**src/rtl/z80_bus_sampler.sv**
```systemverilog
// z80_bus_sampler: synchronises and glitch-filters the raw Z80 bus pins.
// It holds a qualified address and strobe set for the address decoder for the
// whole bus cycle, and classifies each bus cycle into a one-entry event register.
module z80_bus_sampler #(
  parameter int FILT   = 2,
  parameter int ADDR_W = 16,
  parameter int DATA_W = 8
) (
  input  logic              clk,
  input  logic              rst,
  input  logic [ADDR_W-1:0] z80_a,
  input  logic [DATA_W-1:0] z80_d_in,
  input  logic              z80_rd,
  input  logic              z80_wr,
  input  logic              z80_m1,
  input  logic              z80_iorq,
  input  logic              z80_mreq,
  output logic [ADDR_W-1:0] cyc_a,
  output logic              cyc_rd,
  output logic              cyc_wr,
  output logic              cyc_m1,
  output logic              cyc_iorq,
  output logic              cyc_mreq,
  output logic              ev_valid,
  input  logic              ev_ready,
  output logic [2:0]        ev_type,
  output logic [ADDR_W-1:0] ev_addr,
  output logic [DATA_W-1:0] ev_data,
  output logic              ev_overrun,
  input  logic              ov_clr
);

  typedef enum logic [2:0] {S_IDLE, S_QUAL, S_RD_ACT, S_WR_ACT, S_BAD_ACT} state_t;

  localparam logic [2:0] FILT_C = 3'(FILT);

  // Strobe vector order is {rd, wr, m1, iorq, mreq}. All strobes are active-low.
  logic [4:0]        strb_s1_q, strb_s2_q;
  logic [ADDR_W-1:0] a_s1_q, a_s2_q;
  logic [DATA_W-1:0] d_s1_q, d_s2_q;
  logic [2:0]        ctl_q;

  // Two-flop synchronisers on every pin, plus one extra stage on m1/iorq/mreq.
  // NOTE: sequential blocks use non-blocking assignments so every flop samples
  // the value its source held before the edge.
  always_ff @(posedge clk or posedge rst) begin
    if (rst) begin
      // NOTE: the address/data synchronisers are reset as well. The event
      // fields that load from them then hold defined values from the start.
      strb_s1_q <= '1;
      strb_s2_q <= '1;
      a_s1_q    <= '0;
      a_s2_q    <= '0;
      d_s1_q    <= '0;
      d_s2_q    <= '0;
      ctl_q     <= '1;
    end else begin
      strb_s1_q <= {z80_rd, z80_wr, z80_m1, z80_iorq, z80_mreq};
      strb_s2_q <= strb_s1_q;
      a_s1_q    <= z80_a;
      a_s2_q    <= a_s1_q;
      d_s1_q    <= z80_d_in;
      d_s2_q    <= d_s1_q;
      ctl_q     <= strb_s2_q[2:0];
    end
  end

  logic rd_s, wr_s, m1_s, iorq_s, mreq_s;
  assign rd_s   = strb_s2_q[4];
  assign wr_s   = strb_s2_q[3];
  assign m1_s   = strb_s2_q[2];
  assign iorq_s = strb_s2_q[1];
  assign mreq_s = strb_s2_q[0];

  assign cyc_m1   = ctl_q[2];
  assign cyc_iorq = ctl_q[1];
  assign cyc_mreq = ctl_q[0];

  // Cycle class. The arguments are active-high "asserted" flags.
  function automatic logic [2:0] classify(input logic is_rd, input logic is_wr,
                                          input logic m1, input logic iorq,
                                          input logic mreq);
    if (is_rd && is_wr)            return 3'd7;
    else if (iorq && m1)           return 3'd5;
    else if (mreq && m1 && is_rd)  return 3'd4;
    else if (mreq)                 return is_rd ? 3'd0 : 3'd1;
    else if (iorq)                 return is_rd ? 3'd2 : 3'd3;
    else                           return 3'd7;
  endfunction

  state_t            state_q, state_d;
  logic [2:0]        cnt_q, cnt_d;
  logic              qrd_q, qrd_d, qwr_q, qwr_d;
  logic [ADDR_W-1:0] cyc_a_q, cyc_a_d;
  logic              cyc_rd_q, cyc_rd_d, cyc_wr_q, cyc_wr_d;
  logic [DATA_W-1:0] wdata_q, wdata_d;
  logic              go_act, post;
  logic [2:0]        post_type;
  logic [ADDR_W-1:0] post_addr;
  logic [DATA_W-1:0] post_data;

  // Strobe qualification FSM: filter, hold the cycle, and request event posts.
  always_comb begin
    // NOTE: every signal gets a default before the case, so no path infers a latch.
    state_d   = state_q;
    cnt_d     = cnt_q;
    qrd_d     = qrd_q;
    qwr_d     = qwr_q;
    cyc_a_d   = cyc_a_q;
    cyc_rd_d  = cyc_rd_q;
    cyc_wr_d  = cyc_wr_q;
    wdata_d   = wdata_q;
    go_act    = 1'b0;
    post      = 1'b0;
    post_type = 3'd0;
    post_addr = a_s2_q;
    post_data = '0;
    case (state_q)
      S_IDLE: begin
        if (!rd_s || !wr_s) begin
          qrd_d  = !rd_s;
          qwr_d  = !wr_s;
          cnt_d  = 3'd1;
          go_act = (FILT_C == 3'd1);
          if (!go_act) state_d = S_QUAL;
        end
      end
      S_QUAL: begin
        // Any qualifying strobe sampled high means a glitch: drop back silently.
        if ((qrd_q && rd_s) || (qwr_q && wr_s)) begin
          state_d = S_IDLE;
        end else begin
          cnt_d  = cnt_q + 3'd1;
          go_act = (cnt_d == FILT_C);
        end
      end
      S_RD_ACT: begin
        if (rd_s) begin
          cyc_rd_d = 1'b1;
          state_d  = S_IDLE;
        end
      end
      S_WR_ACT: begin
        if (wr_s) begin
          cyc_wr_d  = 1'b1;
          state_d   = S_IDLE;
          post      = 1'b1;
          post_type = classify(1'b0, 1'b1, !m1_s, !iorq_s, !mreq_s);
          post_addr = cyc_a_q;
          post_data = wdata_q;
        end else begin
          wdata_d = d_s2_q;
        end
      end
      S_BAD_ACT: begin
        if (rd_s && wr_s) state_d = S_IDLE;
      end
      default: state_d = S_IDLE;
    endcase

    // The qualification edge picks the ACT state from the strobes sampled now.
    if (go_act) begin
      if (!rd_s && !wr_s) begin
        state_d   = S_BAD_ACT;
        post      = 1'b1;
        post_type = 3'd7;
      end else if (!rd_s) begin
        state_d   = S_RD_ACT;
        cyc_rd_d  = 1'b0;
        cyc_a_d   = a_s2_q;
        post      = 1'b1;
        post_type = classify(1'b1, 1'b0, !m1_s, !iorq_s, !mreq_s);
      end else begin
        state_d  = S_WR_ACT;
        cyc_wr_d = 1'b0;
        cyc_a_d  = a_s2_q;
        wdata_d  = d_s2_q;
      end
    end
  end

  // FSM and held-cycle registers.
  always_ff @(posedge clk or posedge rst) begin
    if (rst) begin
      state_q  <= S_IDLE;
      cnt_q    <= 3'd0;
      qrd_q    <= 1'b0;
      qwr_q    <= 1'b0;
      cyc_a_q  <= '0;
      cyc_rd_q <= 1'b1;
      cyc_wr_q <= 1'b1;
      wdata_q  <= '0;
    end else begin
      state_q  <= state_d;
      cnt_q    <= cnt_d;
      qrd_q    <= qrd_d;
      qwr_q    <= qwr_d;
      cyc_a_q  <= cyc_a_d;
      cyc_rd_q <= cyc_rd_d;
      cyc_wr_q <= cyc_wr_d;
      wdata_q  <= wdata_d;
    end
  end

  assign cyc_a  = cyc_a_q;
  assign cyc_rd = cyc_rd_q;
  assign cyc_wr = cyc_wr_q;

  logic              ev_valid_q, ev_overrun_q;
  logic [2:0]        ev_type_q;
  logic [ADDR_W-1:0] ev_addr_q;
  logic [DATA_W-1:0] ev_data_q;
  logic              consume;

  assign consume = ev_valid_q && ev_ready;

  // One-entry event register with a valid/ready handshake and a sticky overrun flag.
  always_ff @(posedge clk or posedge rst) begin
    if (rst) begin
      ev_valid_q   <= 1'b0;
      ev_type_q    <= 3'd0;
      ev_addr_q    <= '0;
      ev_data_q    <= '0;
      ev_overrun_q <= 1'b0;
    end else begin
      if (post && (!ev_valid_q || consume)) begin
        ev_valid_q <= 1'b1;
        ev_type_q  <= post_type;
        ev_addr_q  <= post_addr;
        ev_data_q  <= post_data;
      end else if (consume) begin
        ev_valid_q <= 1'b0;
      end
      // A drop on the same edge as ov_clr keeps the flag set.
      if (post && ev_valid_q && !consume) ev_overrun_q <= 1'b1;
      else if (ov_clr)                    ev_overrun_q <= 1'b0;
    end
  end

  assign ev_valid   = ev_valid_q;
  assign ev_type    = ev_type_q;
  assign ev_addr    = ev_addr_q;
  assign ev_data    = ev_data_q;
  assign ev_overrun = ev_overrun_q;

endmodule

```
**config.mk**
```make
export PLATFORM = sky130hd
export DESIGN_NAME = z80_bus_sampler
export DESIGN_NICKNAME = d
export VERILOG_FILES = /design/src/rtl/z80_bus_sampler.sv
export SDC_FILE = /design/constraint.sdc
export NUM_CORES = 1
export LEC_CHECK = 0
export ABC_CLOCK_PERIOD_IN_PS = 10300
export BUFFER_PORTS_ARGS = -buffer_cell sky130_fd_sc_hd__buf_2
export CORE_ASPECT_RATIO = 1.4
export CORE_MARGIN = 2
export CORE_UTILIZATION = 35
export CTS_CLUSTER_DIAMETER = 200
export DETAILED_ROUTE_END_ITERATION = 6
export PLACE_DENSITY = 0.56
export SETUP_SLACK_MARGIN = 0.2
export SLEW_MARGIN = 25
export SYNTH_ARGS = -nofsm -noshare
export SYNTH_HDL_FRONTEND = slang
export SYNTH_SLANG_ARGS = --single-unit
```
**constraint.sdc**
```tcl
create_clock -name clk -period 10.3 [get_ports clk]
set_input_delay 0 -clock clk [delete_from_list [all_inputs] [get_ports clk]]
set_output_delay 0 -clock clk [all_outputs]
set_load 0.02 [all_outputs]
```
==> flow_summary.json <==
{
  "insertion_delay_ps": 400,
  "synth.distinct_cells": 38,
  "ys_ff_latch": 124,
  "cts_tree": "yes",
  "synthSimpleGateAreaFrac_pct": 5.16,
  "wl_met2_mm": 4.29,
  "final_nets": 444,
  "die_w_um": 99.9,
  "async_flop_share_pct": 100,
  "r2r-end": "ev_addr[10]",
  "cts_sinks": 124,
  "synth_xor_area_share_pct": 0.194,
  "die_y_um": 138,
  "grt_max_degree": 78,
  "crit_path_max_incr_delay_ps": 720,
  "syn_nets": 320,
  "htree_levels": 4,
  "endpoint_kind": "flop",
  "drt-initial-drc-count": 84,
  "drc": 0,
  "core-area_um2": 12700,
  "mostFrequentLayoutCell": "dfrtp_1",
  "worst-path-buf-inv": 1,
  "cp_slowest_cell": "a21boi_4",
  "synth_ff_type": "dfrtp_1",
  "min_period_over_period_pct": 27.2,
  "power_density_nw_per_um2": 309,
  "antenna_found_initial": 0,
  "fp.dieArea_um2": 13800,
  "required_ps": 10580,
  "maxCapViolations": 0,
  "final_cell_mix": "dfrtp_1 (109), buf_2 (82), mux2_2 (41)",
  "num_rows": 49,
  "wl_met3_um": 370,
  "leakage_nw": 2.76,
  "muxShareOfSynthArea_pct": 16.0,
  "root_buffer": "clkbuf_16",
  "syn_to_final_growth_pct": 32.8,
  "synth_compound_area_share_pct": 5.55,
  "gp_congestion": 0.794,
  "relSlewSlack_pct": 43.0,
  "final.setup.tns_ps": 0,
  "synth_top_family_by_area": "multiplexers",
  "wl_per_cell_um": 14.5,
  "finalClockSkew_ps": 8.66,
  "crit_fanout": 20,
  "cts_max_path_buffers": 2,
  "dr_total_vias": 2617,
  "final_area_um2": 5980,
  "setup_viol": 0,
  "grt_pass1_vias": 2772,
  "min_period_ps": 2800,
  "multi_input_area_um2": 1240,
  "max_slew.worst_pin.slew_ps": 852,
  "grt_pass1_wl_mm": 14.0,
  "worstPathArrival_ps": 3080,
  "drt_pre_antenna_iters": 4,
  "routed.top_layer": "met4",
  "synthAdderAreaFrac_pct": 0.555,
  "cpLargestDelayFamily": "compound AO/OA/AOI/OAI gates",
  "status": "completed",
  "cp_cell_sequence": "nand4b_2 -> a21boi_4 -> buf_16 -> mux2_2",
  "final-hold-violation-count": 0,
  "hold_class": "primary input to async pin",
  "synthCells": 285,
  "drt_wl_total_mm": 8.32,
  "final_antenna_net_count": 0,
  "portBuffers": 82,
  "fillers": 1110,
  "grt_usage_pct": 13.2,
  "drive_above_1_share_pct": 46.7,
  "irDropWorstVdd_mv": 0.0926,
  "ioPinCount": 83,
  "post_drt_via_cell_ratio": 4.55,
  "slew_viol_final": 0,
  "start_util_pct": 35.5,
  "syn_area_um2": 4510,
  "rr_worst_depth": 4,
  "numCtsBuffers": 17,
  "seq_area_um2": 3120,
  "crit_path_start_kind": "flop",
  "critPathKind": "flop to flop",
  "ys_warn_count": 0,
  "synth_edf_count": 0,
  "rrSetupSlack_ps": 7500,
  "num_antenna_cells": 0,
  "reg2reg_from": "strb_s2_q[3]",
  "yosysSeqAreaShare_pct": 69.3,
  "dp_hpwl_mm": 5.28,
  "syn_avg_cell_area_um2": 15.8,
  "placement.cell_area_um2": 5030,
  "wl_met1_mm": 3.55,
  "gr-total-overflow": 0,
  "clkTransAtPathRegs_ps": 60,
  "rsz0062_at_grt": "no",
  "fmax_mhz": 357
}
## per-stage QoR
stage               util [%]  cells  setup slack [ps]  hold slack (ps)  power [mW]
floorplan                  -    285              7030             4.48        1.09
global placement        39.7    511              7260              101        1.23
detailed placement      39.7    511              7220              108        1.25
CTS                     46.9    574              7220              212        1.87
global route            47.1    575              7250              218        1.95
finish                  47.1    575              7500              230        1.85
## cell type report
cell class / instances / area share [%]
clock buffer: 18 / 7.34
inverter: 16 / 1.05
tap: 153 / 3.20
multi-input combinational: 135 / 20.7
clock inverter: 14 / 2.84
timing repair buffer: 115 / 12.7
sequential: 124 / 52.2
## worst min-delay path: stages
cell and delay, ps:
dlygate4sd3_1 540, buf_2 140, inv_4 430
## where the power goes
part / internal, mW / leakage, nW / switching [mW]
combinational: 0.246 / 1.01 / 0.293
clock: 0.387 / 0.288 / 0.212
sequential: 0.623 / 1.46 / 0.0873
total: 1.26 / 2.76 / 0.592
## how the worst max path moves through the flow
stage / start / endpoint / slack [ps] / cells past startpoint
2_1_floorplan: rst / a_s1_q[0] / 7030 / 1
3_3_place_gp: strb_s2_q[3] / ev_addr[12] / 7260 / 3
3_5_place_dp: strb_s2_q[3] / ev_addr[10] / 7220 / 3
4_1_cts: strb_s2_q[3] / ev_addr[10] / 7220 / 3
5_1_grt: strb_s2_q[3] / ev_addr[14] / 7250 / 4
6_report: strb_s2_q[3] / ev_addr[10] / 7500 / 4
## layer usage
metal	up-vias	GRT usage, %
li1	1233	-
met1	1316	15.3
met2	58	22.0
met3	10	5.01
met4	0	5.05
met5	-	0
## Yosys cell counts, drive strengths merged, types with 2 or more instances
library cell | number | area (um2)
a21oi | 5 | 36.3
buf | 8 | 78.8
clkbuf | 2 | 7.51
dfrtp | 109 | 2730
dfstp | 15 | 394
ha | 2 | 25.0
inv | 16 | 60.1
mux2 | 57 | 702
mux2i | 2 | 20.0
nand2 | 7 | 28.8
nand2b | 5 | 31.3
nand3 | 11 | 55.1
nor2 | 9 | 41.3
o211ai | 2 | 15.0
o21ai | 16 | 80.1
o22ai | 3 | 18.8
o2bb2ai | 2 | 17.5
## kinds of logic after synthesis
logic type / count (synthesis)
AOI/OAI and AO/OA: 35
xor gates and xnor gates: 1
adders and majority gates: 2
buffers and inverters: 26
DFF: 124
muxes: 59
and+or+nand+nor: 38
## timing repair
| action | 4_1_cts | 5_1_grt |
|---|---|---|
| gates resized for setup | 0 | 0 |
| hold buffers | 31 | 0 |
| hold endpoints to repair | 77 | 0 |
| setup buffers | 0 | 0 |
## sequential cells by signal (all words and copies together), names as in the netlist, 5 cells and up
name       cells
a_s2_q        16
ev_data        8
strb_s1_q      5
cyc_a         16
wdata_q        8
d_s1_q         8
ev_addr       16
a_s1_q        16
strb_s2_q      5
d_s2_q         8
No activity file was read; power rests on OpenSTA's default activity.
